===== src/rtl/hex_display_scheduler.sv =====
// hex_display_scheduler
// Time-shares the four 7-segment displays HEX3..HEX0 between four BCD
// sources. One source is granted at a time. The grant rotates round-robin
// on a dwell timer (auto mode) or on a debounced key press (manual mode).
// Segment outputs are active-low. The printed bit order is a..g from left
// to right, so bit 6 = a and bit 0 = g.

module hex_display_scheduler #(
    parameter int TICK_DIV   = 50_000_000,
    parameter int DWELL      = 3,
    parameter int DEB_CYCLES = 1_000_000
) (
    input  logic        CLOCK_50Mhz,
    input  logic        RESET_N,
    input  logic        key_n,
    input  logic        auto_en,
    input  logic [3:0]  req,
    input  logic [63:0] src_bcd,
    output logic [3:0]  grant,
    output logic [1:0]  page,
    output logic [6:0]  HEX0,
    output logic [6:0]  HEX1,
    output logic [6:0]  HEX2,
    output logic [6:0]  HEX3
);

    localparam int PW  = (TICK_DIV > 1)   ? $clog2(TICK_DIV)   : 1;
    localparam int DBW = (DEB_CYCLES > 1) ? $clog2(DEB_CYCLES) : 1;
    localparam int DWW = (DWELL > 1)      ? $clog2(DWELL)      : 1;

    localparam logic [PW-1:0]  PRE_MAX   = PW'(TICK_DIV - 1);
    localparam logic [DBW-1:0] DEB_MAX   = DBW'(DEB_CYCLES - 1);
    localparam logic [DWW-1:0] DWELL_MAX = DWW'(DWELL - 1);

    localparam logic [0:0] STATE_IDLE = 1'b0;
    localparam logic [0:0] STATE_SHOW = 1'b1;

    localparam logic [6:0] SEG_BLANK = 7'b1111111;

    // Active-low segment pattern for one BCD digit; non-decimal codes are blanked.
    function automatic logic [6:0] seg7(input logic [3:0] d);
        logic [6:0] s;
        case (d)
            4'd0:    s = 7'b0000001;
            4'd1:    s = 7'b1001111;
            4'd2:    s = 7'b0010010;
            4'd3:    s = 7'b0000110;
            4'd4:    s = 7'b1001100;
            4'd5:    s = 7'b0100100;
            4'd6:    s = 7'b0100000;
            4'd7:    s = 7'b0001111;
            4'd8:    s = 7'b0000000;
            4'd9:    s = 7'b0000100;
            default: s = SEG_BLANK;
        endcase
        return s;
    endfunction

    // First requester found searching circularly from p+1, with p itself
    // checked last. Returns {found, index}.
    function automatic logic [2:0] next_req(input logic [3:0] r, input logic [1:0] p);
        logic [2:0] res;
        logic [1:0] idx;
        res = 3'b000;
        // Walk from the farthest candidate to the nearest, so the nearest wins.
        for (int k = 4; k >= 1; k--) begin
            idx = p + 2'(k);
            if (r[idx]) begin
                res = {1'b1, idx};
            end else begin
                res = res;
            end
        end
        return res;
    endfunction

    // ------------------------------------------------------------------
    // Registers and their next-state values
    // ------------------------------------------------------------------
    logic [PW-1:0]  pre_q, pre_d;
    logic [1:0]     sync_q;
    logic           deb_q, deb_d;
    logic [DBW-1:0] deb_cnt_q, deb_cnt_d;
    logic           deb_prev_q;
    logic [0:0]     state_q, state_d;
    logic [3:0]     grant_q, grant_d;
    logic [1:0]     page_q, page_d;
    logic [DWW-1:0] dwell_q, dwell_d;
    logic [6:0]     hex0_q, hex0_d, hex1_q, hex1_d, hex2_q, hex2_d, hex3_q, hex3_d;

    logic           tick_s;
    logic           press_s;
    logic           adv_s;
    logic [2:0]     nxt_s;
    logic [15:0]    cur_s;
    logic           z3_s, z2_s, z1_s;

    // Free-running prescaler; tick is high for the single cycle at the top count.
    always_comb begin
        tick_s = (pre_q == PRE_MAX);
        if (tick_s) begin
            pre_d = '0;
        end else begin
            pre_d = pre_q + PW'(1);
        end
    end

    // Debounce: adopt the synchronised level after it has differed for DEB_CYCLES cycles.
    always_comb begin
        deb_d     = deb_q;
        deb_cnt_d = '0;
        if (sync_q[1] != deb_q) begin
            if (deb_cnt_q == DEB_MAX) begin
                deb_d     = sync_q[1];
                deb_cnt_d = '0;
            end else begin
                deb_cnt_d = deb_cnt_q + DBW'(1);
            end
        end else begin
            deb_cnt_d = '0;
        end
    end

    assign press_s = deb_prev_q & ~deb_q;

    // Grant FSM: at most one regrant per cycle, however many advance causes coincide.
    always_comb begin
        state_d = state_q;
        grant_d = grant_q;
        page_d  = page_q;
        dwell_d = dwell_q;
        nxt_s   = next_req(req, page_q);
        adv_s   = (auto_en && tick_s && (dwell_q == DWELL_MAX)) || press_s || !req[page_q];
        case (state_q)
            STATE_IDLE: begin
                dwell_d = '0;
                if (nxt_s[2]) begin
                    state_d = STATE_SHOW;
                    page_d  = nxt_s[1:0];
                    grant_d = 4'b0001 << nxt_s[1:0];
                end else begin
                    state_d = STATE_IDLE;
                    grant_d = 4'b0000;
                end
            end
            STATE_SHOW: begin
                if (adv_s) begin
                    dwell_d = '0;
                    if (nxt_s[2]) begin
                        page_d  = nxt_s[1:0];
                        grant_d = 4'b0001 << nxt_s[1:0];
                    end else begin
                        // Nobody left to show; page keeps the last granted source.
                        state_d = STATE_IDLE;
                        grant_d = 4'b0000;
                    end
                end else if (tick_s && (dwell_q != DWELL_MAX)) begin
                    // Saturate so that dwell time spent in manual mode cannot wrap.
                    dwell_d = dwell_q + DWW'(1);
                end else begin
                    dwell_d = dwell_q;
                end
            end
            default: begin
                state_d = STATE_IDLE;
                grant_d = 4'b0000;
                dwell_d = '0;
            end
        endcase
    end

    // Decode the registered page's value with leading-zero suppression on HEX3..HEX1.
    always_comb begin
        cur_s = src_bcd[{page_q, 4'b0000} +: 16];
        z3_s  = (cur_s[15:12] == 4'd0);
        z2_s  = z3_s && (cur_s[11:8] == 4'd0);
        z1_s  = z2_s && (cur_s[7:4] == 4'd0);
        if (state_q == STATE_SHOW) begin
            hex3_d = z3_s ? SEG_BLANK : seg7(cur_s[15:12]);
            hex2_d = z2_s ? SEG_BLANK : seg7(cur_s[11:8]);
            hex1_d = z1_s ? SEG_BLANK : seg7(cur_s[7:4]);
            hex0_d = seg7(cur_s[3:0]);
        end else begin
            hex3_d = SEG_BLANK;
            hex2_d = SEG_BLANK;
            hex1_d = SEG_BLANK;
            hex0_d = SEG_BLANK;
        end
    end

    // State registers; the key path resets to the released level.
    always_ff @(posedge CLOCK_50Mhz or negedge RESET_N) begin
        if (!RESET_N) begin
            pre_q      <= '0;
            sync_q     <= 2'b11;
            deb_q      <= 1'b1;
            deb_cnt_q  <= '0;
            deb_prev_q <= 1'b1;
            state_q    <= STATE_IDLE;
            grant_q    <= 4'b0000;
            page_q     <= 2'd0;
            dwell_q    <= '0;
            hex0_q     <= SEG_BLANK;
            hex1_q     <= SEG_BLANK;
            hex2_q     <= SEG_BLANK;
            hex3_q     <= SEG_BLANK;
        end else begin
            pre_q      <= pre_d;
            sync_q     <= {sync_q[0], key_n};
            deb_q      <= deb_d;
            deb_cnt_q  <= deb_cnt_d;
            deb_prev_q <= deb_q;
            state_q    <= state_d;
            grant_q    <= grant_d;
            page_q     <= page_d;
            dwell_q    <= dwell_d;
            hex0_q     <= hex0_d;
            hex1_q     <= hex1_d;
            hex2_q     <= hex2_d;
            hex3_q     <= hex3_d;
        end
    end

    assign grant = grant_q;
    assign page  = page_q;
    assign HEX0  = hex0_q;
    assign HEX1  = hex1_q;
    assign HEX2  = hex2_q;
    assign HEX3  = hex3_q;

endmodule


===== config.mk =====
export PLATFORM = sky130hd
export DESIGN_NAME = hex_display_scheduler
export DESIGN_NICKNAME = d
export VERILOG_FILES = /design/src/rtl/hex_display_scheduler.sv
export SDC_FILE = /design/constraint.sdc
export NUM_CORES = 1
export LEC_CHECK = 0
export BUFFER_PORTS_ARGS = -buffer_cell sky130_fd_sc_hd__buf_2
export CAP_MARGIN = 20
export CORE_MARGIN = 4
export CORE_UTILIZATION = 45
export DETAILED_ROUTE_END_ITERATION = 10
export PLACE_DENSITY = 0.77
export SLEW_MARGIN = 20
export SYNTH_ARGS = -nofsm -noshare
export SYNTH_HDL_FRONTEND = slang
export SYNTH_SLANG_ARGS = --single-unit

===== constraint.sdc =====
create_clock -name CLOCK_50Mhz -period 4.2 [get_ports CLOCK_50Mhz]
set_clock_uncertainty 0.15 [all_clocks]
set_input_delay 0.63 -clock CLOCK_50Mhz [delete_from_list [all_inputs] [get_ports CLOCK_50Mhz]]
set_output_delay 0.63 -clock CLOCK_50Mhz [all_outputs]
set_load 0.03 [all_outputs]

==> results.tsv <==
metric	value	unit
max_slew headroom	31.1	%
Warnings, synthesis	0	
routability cong.	0.915	
Multi-input gate area	2540	sq um
Slowest cell on crit path	mux4_2	
largest net degree at the start of global routing	88	
Post-synth EDFFs	0	
Critical Path Source	page[0]$_DFFE_PN0P_	
number of global-route vias before repair	3991	
buffer and inverter count on the worst path	2	
CP cell instances	buf_4 > mux4_2 > inv_1 > ha_1 > nand2_1 > o22ai_1 > nand3_1 > o21ba_2 > o21ai_0	
post-route setup TNS	0	ps
placed cell count	698	
Fin. Hold Viols	0	
Synth Register Bits	87	
most frequent cells in the layout	104 x buf_2, 58 x nor2_1, 54 x dfrtp_1	
core area	10500	sq um
Worst-Margin Slew	1020	ps
PD cells	614	nW/um^2
number of diodes	0	
Hold Path Class	in2async	
Yosys cell types	45	
average wire per standard cell	15.4	um
most common cell after layout, fill and taps aside	buf_2	
Ports	106	
sequential-to-total area share from yosys stat	45.3	%
flip-flop and latch area	2220	sq um
row count	37	
Final period util	70.4	%
Die Width	112	um
Arr. time, crit path	3090	ps
fin nets	669	
Cells after Synth	472	
First DRT Iteration DRCs	156	
clock net sink count	87	
antenna violations before repair	0	
critical path depth in cells	9	
hpwl dp	8450	um
LEAKAGE	2.62	nW
Port Buf Inserts	105	
share of cells above drive strength 1	32.2	%
pre-CTS setup slack	1080	ps
Power Total	0.00352	W
final worst setup slack	1240	ps
RSZ-0062 raised after global routing	false	
Final Non-Filler Cells	714	
H-tree levels	3	
worst r2r src	page[0]$_DFFE_PN0P_	
Max Freq	0.338	GHz
outcome	complete, no violations	
Crit path max-delay family	multiplexers	
Max-Cap Viols	0	
CP Launch Type	flip-flop	
CTS tree	yes	
drt drc	0	
Max Root-Sink Buffers	2	
CP max stage delay	610	ps
root buffer cell	clkbuf_8	
syn_area_per_cell	10.4	sq um
cts repair resizes	0	
worst IR drop on VDD	0.000453	V
vias per std cell	5.40	
clock slew at reported path FFs	90	ps
Worst setup EP type	flip-flop	
critical-path maximum fanout	18	
Setup Viol. Count Final	0	
Slew Limit Fails	0	
die area	12600	sq um
drt total wl	11000	um
hold bufs inserted after CTS	0	
CTS buffer count	9	
Syn Nets	568	
Overall Global Routing Usage	17.7	%
Post CTS Setup Buffer Count	0	
via count	3857	
ys async rst share	100	%
total gr overflow	0	
Required @ worst endpoint	4330	ps
1st-pass router iterations	5	
mapped cell area	4900	sq um
min Tclk post-route	2960	ps
CP Class	reg2reg	
post-route ant nets	0	
Register-to-Register Path Depth	9	
first-pass GRT wire length	18500	um
later-pin clock latency in the skew report	360	ps
ys flop type	dfrtp_1	
P&R area growth vs syn	17.2	%
Initial Util	46.8	%
Die Height	112	um
fill count	917	
[cells in the mapped netlist, types with 8 or more instances]
library cell	instances	area share, %
mux2i_1	15	3.1
nand4_1	13	1.7
mux2_2	10	2.3
nand3_1	24	2.5
ha_1	24	6.1
nor2_1	58	4.4
o21ai_0	24	2.5
xor2_1	20	3.6
buf_2	8	0.82
mux4_2	14	6.4
xnor2_1	25	4.5
clkbuf_1	8	0.61
dfrtp_1	55	28
nand2_1	37	2.8
inv_1	21	1.6
dfstp_2	32	17
[per-stage QoR]
| stage | util, % | cell area (sq um) | hold WS [ps] |
|---|---|---|---|
| floorplan | - | 4900 | 184 |
| global placement | 53.0 | 5550 | 199 |
| detailed placement | 53.0 | 5550 | 204 |
| CTS | 54.9 | 5740 | 196 |
| global route | 54.9 | 5740 | 197 |
| finish | 54.9 | 5740 | 148 |
[path summary, 6_finish.rpt]
| path | slack [ps] | to |
|---|---|---|
| worst max-delay path | 1240 | HEX1[0]$_DFF_PN1_ |
| worst min-delay path | 150 | page[0]$_DFFE_PN0P_ |
| worst min register to register | 220 | sync_q[1]$_DFF_PN1_ |
| max in group asynchronous | 3220 | page[1]$_DFFE_PN0P_ |
| worst max register to register | 1240 | HEX1[0]$_DFF_PN1_ |
| min in group CLOCK_50Mhz | 210 | sync_q[0]$_DFF_PN1_ |
[layer usage]
metal  global-route usage, %  vias to the layer above  wire length, um  part of all wire [%]
li1                        -                     1845                -                     -
met1                    21.2                     1873             4480                    41
met2                    30.2                      104             5600                    51
met3                    4.31                       35              561                   5.1
met4                    8.01                        0              354                   3.2
met5                       0                        -                0                     0
[state kept, by name (all words and copies together) (netlist names), 2 cells and up]
| register | count |
|---|---|
| pre_q | 26 |
| deb_cnt_q | 20 |
| HEX0 | 7 |
| HEX1 | 7 |
| HEX2 | 7 |
| HEX3 | 7 |
| grant | 4 |
| dwell_q | 2 |
| page | 2 |
| sync_q | 2 |
[area by class of cell]
cell class	count	share of cell area, %
multi-input cells	347	44.2
flip-flops and latches	87	38.6
inverters	21	1.37
clock inverters	7	1.22
well taps	136	2.96
clock buffers	9	2.16
repair buffers	107	9.52
[cell families after synthesis]
group | after synthesis | synth area share [%]
adders and majority gates | 24 | 6.13
muxes | 39 | 11.8
buffers and inverters | 38 | 3.12
and+or+nand+nor | 187 | 19.1
AOI/OAI and AO/OA | 52 | 6.56
xor gates and xnor gates | 45 | 8.04
DFF | 87 | 45.3
[power breakdown]
part           internal (W)  total, W  switching [W]
sequential          0.00110   0.00122       0.000120
clock              0.000276  0.000584       0.000308
combinational      0.000674   0.00172        0.00105
No activity file was read; power rests on OpenSTA's default activity.
